File: src/rtl/rv_mc_seq_if.sv
// Memory handshake bundle between the multi-cycle sequencer and the
// instruction/data memories. The sequencer is the master; memories are slaves.
interface rv_mc_seq_if #(parameter int XLEN = 32);
  logic            imem_req;
  logic [XLEN-1:0] imem_addr;
  logic            imem_ack;
  logic [31:0]     imem_rdata;
  logic            dmem_req;
  logic            dmem_we;
  logic            dmem_ack;

  modport master (
    output imem_req, imem_addr, dmem_req, dmem_we,
    input  imem_ack, imem_rdata, dmem_ack
  );

  modport slave (
    input  imem_req, imem_addr, dmem_req, dmem_we,
    output imem_ack, imem_rdata, dmem_ack
  );
endinterface

File: src/rtl/rv_mc_seq.sv
// Multi-cycle sequencer for the RV core: FETCH/DECODE/EXEC/MEM/WB flow with
// ready/ack memory handshakes, a per-wait bus timeout, sticky halt/error
// states and saturating cycle/retired-instruction counters.
module rv_mc_seq #(
  parameter int              XLEN     = 32,
  parameter logic [XLEN-1:0] RESET_PC = {XLEN{1'b0}},
  parameter int              TIMEOUT  = 16,
  parameter int              CNT_W    = 32
) (
  input  logic             clk,
  input  logic             rst,
  rv_mc_seq_if.master      bus,
  output logic [31:0]      instr,
  output logic [XLEN-1:0]  pc,
  input  logic [XLEN-1:0]  pc_next,
  input  logic             is_load,
  input  logic             is_store,
  input  logic             reg_write,
  output logic             rf_we,
  output logic             exit,
  output logic             err,
  output logic [2:0]       state,
  output logic [CNT_W-1:0] cycle_cnt,
  output logic [CNT_W-1:0] instret_cnt
);

  typedef enum logic [2:0] {
    S_FETCH  = 3'd0,
    S_DECODE = 3'd1,
    S_EXEC   = 3'd2,
    S_MEM    = 3'd3,
    S_WB     = 3'd4,
    S_HALT   = 3'd5,
    S_ERROR  = 3'd6
  } state_t;

  // The wait counter only ever holds 0..TIMEOUT-1: the cycle that would
  // reach TIMEOUT leaves the waiting state instead.
  localparam int                WAIT_W    = (TIMEOUT > 1) ? $clog2(TIMEOUT) : 1;
  localparam logic [WAIT_W-1:0] WAIT_LAST = WAIT_W'(TIMEOUT - 1);
  localparam logic [CNT_W-1:0]  CNT_MAX   = {CNT_W{1'b1}};

  state_t            state_r;
  state_t            state_nxt_s;
  logic [31:0]       instr_r;
  logic [XLEN-1:0]   pc_r;
  logic [XLEN-1:0]   npc_r;
  logic [WAIT_W-1:0] wait_r;
  logic [CNT_W-1:0]  cycle_r;
  logic [CNT_W-1:0]  instret_r;
  logic              waiting_s;
  logic              ack_s;
  logic              timeout_s;

  // Handshake qualification: an ack only counts in the state that requested it.
  always_comb begin
    waiting_s = (state_r == S_FETCH) || (state_r == S_MEM);
    ack_s     = ((state_r == S_FETCH) && bus.imem_ack) ||
                ((state_r == S_MEM)   && bus.dmem_ack);
    timeout_s = waiting_s && !ack_s && (wait_r == WAIT_LAST);
  end

  // FSM state register.
  always_ff @(posedge clk or posedge rst) begin
    if (rst) state_r <= S_FETCH;
    else     state_r <= state_nxt_s;
  end

  // FSM next-state logic; an ack on the last allowed wait cycle beats the timeout.
  always_comb begin
    state_nxt_s = state_r;
    case (state_r)
      S_FETCH: begin
        if (bus.imem_ack) begin
          if (bus.imem_rdata == 32'h0) state_nxt_s = S_HALT;
          else                         state_nxt_s = S_DECODE;
        end else if (timeout_s) begin
          state_nxt_s = S_ERROR;
        end else begin
          state_nxt_s = S_FETCH;
        end
      end
      S_DECODE: state_nxt_s = S_EXEC;
      S_EXEC: begin
        if (is_load || is_store) state_nxt_s = S_MEM;
        else                     state_nxt_s = S_WB;
      end
      S_MEM: begin
        if (bus.dmem_ack)   state_nxt_s = S_WB;
        else if (timeout_s) state_nxt_s = S_ERROR;
        else                state_nxt_s = S_MEM;
      end
      S_WB:    state_nxt_s = S_FETCH;
      S_HALT:  state_nxt_s = S_HALT;
      S_ERROR: state_nxt_s = S_ERROR;
      default: state_nxt_s = S_ERROR;
    endcase
  end

  // FSM outputs decoded from the state register; reset forces requests low at once.
  always_comb begin
    bus.imem_req = !rst && (state_r == S_FETCH);
    bus.dmem_req = !rst && (state_r == S_MEM);
    bus.dmem_we  = !rst && (state_r == S_MEM) && is_store;
    rf_we        = !rst && (state_r == S_WB) && reg_write;
    exit         = (state_r == S_HALT);
    err          = (state_r == S_ERROR);
  end

  // Architectural registers: IR captured on fetch ack, next PC in EXEC, PC in WB.
  always_ff @(posedge clk or posedge rst) begin
    if (rst) begin
      pc_r    <= RESET_PC;
      instr_r <= 32'h0;
      npc_r   <= {XLEN{1'b0}};
    end else begin
      case (state_r)
        S_FETCH: if (bus.imem_ack) instr_r <= bus.imem_rdata;
        S_EXEC:  npc_r <= pc_next;
        S_WB:    pc_r  <= npc_r;
        default: ;
      endcase
    end
  end

  // Wait counter: counts unacked FETCH/MEM cycles, clears on ack or state change.
  always_ff @(posedge clk or posedge rst) begin
    if (rst) begin
      wait_r <= {WAIT_W{1'b0}};
    end else if (waiting_s && !ack_s && (state_nxt_s == state_r)) begin
      wait_r <= wait_r + WAIT_W'(1);
    end else begin
      wait_r <= {WAIT_W{1'b0}};
    end
  end

  // Saturating performance counters; both stop in HALT/ERROR.
  always_ff @(posedge clk or posedge rst) begin
    if (rst) begin
      cycle_r   <= {CNT_W{1'b0}};
      instret_r <= {CNT_W{1'b0}};
    end else begin
      if ((state_r != S_HALT) && (state_r != S_ERROR) && (cycle_r != CNT_MAX))
        cycle_r <= cycle_r + CNT_W'(1);
      if ((state_r == S_WB) && (instret_r != CNT_MAX))
        instret_r <= instret_r + CNT_W'(1);
    end
  end

  assign bus.imem_addr = pc_r;
  assign instr         = instr_r;
  assign pc            = pc_r;
  assign state         = state_r;
  assign cycle_cnt     = cycle_r;
  assign instret_cnt   = instret_r;

endmodule

File: src/flat_wrapper.sv
// flat-port wrapper written by rule: the top's interface ports become plain ports
module rv_mc_seq_flat 
#(
  parameter int              XLEN     = 32,
  parameter logic [XLEN-1:0] RESET_PC = {XLEN{1'b0}},
  parameter int              TIMEOUT  = 16,
  parameter int              CNT_W    = 32
)
  (clk, rst, instr, pc, pc_next, is_load, is_store, reg_write, rf_we, exit, err, state, cycle_cnt, instret_cnt, bus_imem_req, bus_imem_addr, bus_dmem_req, bus_dmem_we, bus_imem_ack, bus_imem_rdata, bus_dmem_ack);
  rv_mc_seq_if #(.XLEN(XLEN)) bus_i ();
  input  logic clk;
  input  logic rst;
  output logic [31:0] instr;
  output logic [XLEN-1:0] pc;
  input  logic [XLEN-1:0] pc_next;
  input  logic is_load;
  input  logic is_store;
  input  logic reg_write;
  output logic rf_we;
  output logic exit;
  output logic err;
  output logic [2:0] state;
  output logic [CNT_W-1:0] cycle_cnt;
  output logic [CNT_W-1:0] instret_cnt;
  output wire logic [$bits(bus_i.imem_req)-1:0] bus_imem_req;
  output wire logic [$bits(bus_i.imem_addr)-1:0] bus_imem_addr;
  output wire logic [$bits(bus_i.dmem_req)-1:0] bus_dmem_req;
  output wire logic [$bits(bus_i.dmem_we)-1:0] bus_dmem_we;
  input wire logic [$bits(bus_i.imem_ack)-1:0] bus_imem_ack;
  input wire logic [$bits(bus_i.imem_rdata)-1:0] bus_imem_rdata;
  input wire logic [$bits(bus_i.dmem_ack)-1:0] bus_dmem_ack;
  assign bus_imem_req = bus_i.imem_req;
  assign bus_imem_addr = bus_i.imem_addr;
  assign bus_dmem_req = bus_i.dmem_req;
  assign bus_dmem_we = bus_i.dmem_we;
  assign bus_i.imem_ack = bus_imem_ack;
  assign bus_i.imem_rdata = bus_imem_rdata;
  assign bus_i.dmem_ack = bus_dmem_ack;
  rv_mc_seq #(.XLEN(XLEN), .RESET_PC(RESET_PC), .TIMEOUT(TIMEOUT), .CNT_W(CNT_W)) u_core (.clk(clk), .rst(rst), .bus(bus_i), .instr(instr), .pc(pc), .pc_next(pc_next), .is_load(is_load), .is_store(is_store), .reg_write(reg_write), .rf_we(rf_we), .exit(exit), .err(err), .state(state), .cycle_cnt(cycle_cnt), .instret_cnt(instret_cnt));
endmodule
File: config.mk
export PLATFORM = sky130hd
export DESIGN_NAME = rv_mc_seq_flat
export DESIGN_NICKNAME = d
export VERILOG_FILES = /design/src/rtl/rv_mc_seq_if.sv /design/src/rtl/rv_mc_seq.sv /design/src/flat_wrapper.sv
export SDC_FILE = /design/constraint.sdc
export NUM_CORES = 1
export LEC_CHECK = 0
export ABC_AREA = 1
export BUFFER_PORTS_ARGS = -buffer_cell sky130_fd_sc_hd__clkbuf_2
export CAP_MARGIN = 20
export CORE_MARGIN = 1
export CORE_UTILIZATION = 30
export CTS_CLUSTER_DIAMETER = 40
export DETAILED_ROUTE_END_ITERATION = 8
export HOLD_SLACK_MARGIN = 0.06
export PLACE_DENSITY = 0.57
export SLEW_MARGIN = 20
export SYNTH_ARGS = -nofsm -noshare
export SYNTH_HDL_FRONTEND = slang
export SYNTH_SLANG_ARGS = --single-unit
File: constraint.sdc
create_clock -name clk -period 10.85 [get_ports clk]
set_clock_uncertainty 0.2 [all_clocks]
set_input_delay 0.5425 -clock clk [delete_from_list [all_inputs] [get_ports clk]]
set_output_delay 0.5425 -clock clk [all_outputs]
set_load 0.03 [all_outputs]
# After elaboration in Yosys (flattened, before gate mapping)
# Index checks and enable logic that the tools add are counted.
[op_classes]
n_reduce_logical = 21
n_addsub = 3
n_mux = 8
eq_ne = 12
[ops]
columns = ["op", "n"]
rows = [
  ["$add A32 B1 Y32 const B", 2],
  ["$ne A32 B32 Y1 const B", 2],
  ["$logic_not A32 Y1", 1],
  ["$mux W3", 6],
  ["$pmux W3 S6", 1],
  ["$logic_and A1 B1 Y1", 13],
  ["$eq A3 B3 Y1 const B", 3],
  ["$eq A3 B2 Y1 const B", 2],
  ["$ne A3 B3 Y1 const B", 2],
  ["$add A4 B1 Y4 const B", 1],
  ["$eq A4 B4 Y1 const B", 1],
  ["$mux W4", 1],
  ["$eq A3 B1 Y1 const B", 1],
  ["$eq A3 B3 Y1", 1],
  ["$logic_not A3 Y1", 1],
  ["$logic_or A1 B1 Y1", 3],
  ["$logic_not A1 Y1", 2],
  ["$reduce_and A2 Y1", 1],
]
[word_totals]
output_inout_bits = 169
in_bits = 71
register_bits = 167
word_cells = 51

# Logic depth before layout (Yosys ltp)
[depth]
depth_word = 12
depth_mapped = 11
depth_no_buf = 11

# Least setup slack after synthesis
# No wires, ideal clock.
[synth_path]
path_kind = "input-to-output"
from = "input port rst"
to = "output port rf_we"
path_slack_ps = 5442
arrival_time_ps = 4665
path_stages = 3
path_buffers = 0
t_required_ps = 10108
cell_sequence = "inv_1 > nand2_1 > nor2_1"
[synth_between]
elab_chain_len = 3
[synth_lines]
columns = ["item", "line_no", "source"]
rows = [
  ["start: declaration", "flat_wrapper.sv:12", "input logic rst;"],
  ["$logic_not A1 Y1 (no line)", "n/a", ""],
  ["$logic_and A1 B1 Y1 (2 in a row)", "rv_mc_seq.sv:105", "rf_we = !rst && (state_r == S_WB) && reg_write;"],
  ["end: declaration", "flat_wrapper.sv:19", "output logic rf_we;"],
]
# No other way between the ends.

# Worst setup path in the final report
[layout_path]
from = "register u_core.state_r[2] (netlist: u_core.state[2])"
to = "output port rf_we"
[layout_between]
elab_chain_len = 3
[layout_lines]
columns = ["item", "line_no", "source"]
rows = [
  ["start: declaration", "rv_mc_seq.sv:43", "state_t state_r;"],
  ["start signal: assignment", "rv_mc_seq.sv:66", "else state_r <= state_nxt_s;"],
  ["$eq A3 B3 Y1", "rv_mc_seq.sv:105", ""],
  ["$logic_and A1 B1 Y1 (2 in a row)", "rv_mc_seq.sv:105", ""],
]
# No other way between the ends.

==> qor.yml <==
post_cts_buffers: 0
p_switching_mw: 0.319
netlist_area_um2: 8360
setup_viol: 0
crit_type: "flip-flop to output pin"
crit_arrival_ns: 2.05
fin_setup_tns_ns: 0
ctsHoldBuffers: 0
startpoint_type: "flip-flop"
grt_overflow: 0
synth-seq-cells: 167
hold_viol_final: 0
routedWlPerCell_um: 13.6
drc_errors: 0
placed_area_um2: 9690
drv_slew: 0
cts_tree: "done"
gp_congestion: 0.881
ctsResizeCount: 0
grt_pass1_wl_um: 36100
insertion_delay_ns: 0.42
end_kind: "output pin"
critPathRequiredTime_ns: 10.11
core_um2: 27200
synth_top_area_share_pct: 50.0
io_pins: 240
worstPathMaxFanout: 34
period_share_pct: 25.7
n_antenna_cell: 0
dieArea_um2: 28500
drt_iter0_drc: 348
cp_slowest_stage_delay_ns: 0.60
layout-drive-gt1-share_pct: 26.2
clock_sinks: 167
fmaxAchievable_ghz: 0.359
crit_start: "u_core.state[2]$_DFF_PP0_"
path_cells: "inv_1 > nor2_4 > inv_2 > nor2_1 > clkbuf_2"
ys_seq_area_share_pct: 50.0
synth_top_cell_by_area: "dfrtp_1"
p_leak_nw: 5.44
max-slew-margin-rel_pct: 42.7
grt_start_max_net_pins: 95
ys_top_cells_by_area: "dfrtp_1, nand2_1, nor2_1"
initial_core_util_pct: 30.8
numPortBuffers: 239
comb_power_share_pct: 2.4
fp.dieW_um: 169
grt_pass1_vias: 6929
p_sw_share_pct: 25.3
cp_slowest_cell: "dfrtp_1"
wirelength_um: 22200
synth.avg_cell_area_um2: 7.99
yosys_warnings: 0
power_frac_seq_pct: 49.3
cts_buffers: 17
rsz0062_at_grt: "false"
vias: 7086
clockBufferDepth: 2
syn_nets: 1120
antenna_found_initial: 0
final_area_um2: 10300
dp_hpwl_um: 16200
p_clk_share_pct: 48.2
area_growth_pct: 23.1
maxCapViolCount: 0
clkTransAtPathRegs_ns: 0.07
drt-vias-per-instance: 4.34
track_usage_pct: 15.9
dr.pass1.iters: 5
fp.dieH_um: 169
cts_root_buf: "clkbuf_16"
ant_nets: 0
rows: 60
htree_levels: 4
synthDistinctLibCells: 29
power_density_nw_per_um2: 122
nets: 1323
synth_cells: 1046
tightest_slew_ns: 0.860
outcome: "complete, no violations"
hold_path_class: "input port to asynchronous set/reset pin"
cell_internal_pwr_mw: 0.942
vdd_ir_drop_max_v: 0.0000704
min_period_ns: 2.79
r2r-start: "u_core.cycle_cnt[0]$_DFFE_PP0P_"
-- layout make-up --
class	instances	area, um2
inverter	51	199
multi-input combinational	768	3610
fill	2912	16900
sequential	167	4180
clock inverter	15	156
tap	372	465
timing repair buffer	244	1260
clock buffer	17	425
-- state kept, by name, summed over array words and instances (netlist names) --
name	flops
u_core.cycle_cnt	32
u_core.npc_r	32
u_core.state	3
u_core.wait_r	4
u_core.bus.imem_addr	32
u_core.instret_cnt	32
u_core.instr	32
-- logic make-up (layout without fill, tap and decap cells) --
| family | after synthesis | after routing | share of synthesized area (%) |
|---|---|---|---|
| xor gates and xnor gates | 49 | 49 | 5.13 |
| AOI/OAI and AO/OA | 27 | 27 | 1.65 |
| adders and majority gates | 3 | 3 | 0.449 |
| muxes | 30 | 30 | 4.04 |
| buffers and inverters | 111 | 327 | 6.99 |
| and+or+nand+nor | 659 | 659 | 31.8 |
| DFF | 167 | 167 | 50.0 |
-- Yosys cell counts --
cell,instances
nand3b_1,9
xnor2_1,20
nor3_2,4
inv_2,7
clkbuf_1,10
a21oi_1,3
nand2_1,481
buf_4,36
xor2_1,29
nor2_1,101
mux2_2,30
nand2_2,3
buf_2,12
inv_4,1
o21a_1,1
o21ai_1,9
nor3_1,25
nor2_2,6
nand3_2,1
nand3b_2,1
dfrtp_1,167
nand4_1,9
buf_6,2
ha_1,3
o21ai_0,14
nand2_4,1
nand3_1,17
nor3b_1,1
inv_1,43
-- worst max-delay path, delay by kind of cell, from the launching register on --
family	cells	cell delay, ns
buffers and inverters	3	0.69
flip-flops	1	0.60
AND/OR/NAND/NOR	2	0.33
-- through the flow --
step                      instances  setup slack, ns  hold WS (ns)  utilization [%]  power, mW
final                          1634             8.06         0.104             37.9       1.26
after global routing           1634             7.88        0.0995             37.9       1.31
after CTS                      1633             8.00        0.0828             37.8       1.28
after detailed placement       1601             8.18         0.255             35.6      0.666
after global placement         1600             8.22         0.251             35.6      0.665
after floorplan                1046             5.44         0.233                -      0.646
-- final timing paths --
path	cells past startpoint	slack, ns	to
hold reg to reg	1	0.26	u_core.wait_r[0]$_DFF_PP0_
max in group asynchronous	4	9.13	u_core.instret_cnt[17]$_DFFE_PP0P_
min in group clk	3	0.10	u_core.npc_r[6]$_DFFE_PP0P_
setup reg to reg	10	8.14	u_core.cycle_cnt[8]$_DFFE_PP0P_
setup / recovery	5	8.06	rf_we
hold / removal	2	0.10	u_core.npc_r[2]$_DFFE_PP0P_
-- routing by layer --
layer / global-route usage [%] / vias to the layer above / wire [um]
met3: 3.23 / 12 / 991
met5: 0 / - / 0
met1: 21.0 / 3275 / 10400
li1: - / 3623 / -
met2: 26.6 / 176 / 10600
met4: 3.95 / 0 / 201
-- power by group through the flow --
| stage | clock network, mW | registers, mW | logic, mW |
|---|---|---|---|
| 6_report | 0.608 | 0.622 | 0.0308 |
| 5_1_grt | 0.656 | 0.622 | 0.0358 |
| 4_1_cts | 0.627 | 0.622 | 0.0314 |
| 3_5_place_dp | 0 | 0.634 | 0.0314 |
| 3_3_place_gp | 0 | 0.634 | 0.0312 |
| 2_1_floorplan | 0 | 0.634 | 0.0113 |
-- placed cells by master, fill, tap and decap left out, types with 5 or more instances in the layout --
master and n:
dfrtp_1 167, xor2_1 29, inv_1 42, nand2_1 481, o21ai_0 14, nand3b_1 9
inv_8 6, nor2_2 5, clkbuf_16 17, xnor2_1 20, nand4_1 9, nand3_1 17
nor3_1 25, clkbuf_2 239, o21ai_1 9, inv_2 7, nor2_1 101, mux2_2 30
(Power assumes the default switching activity.)
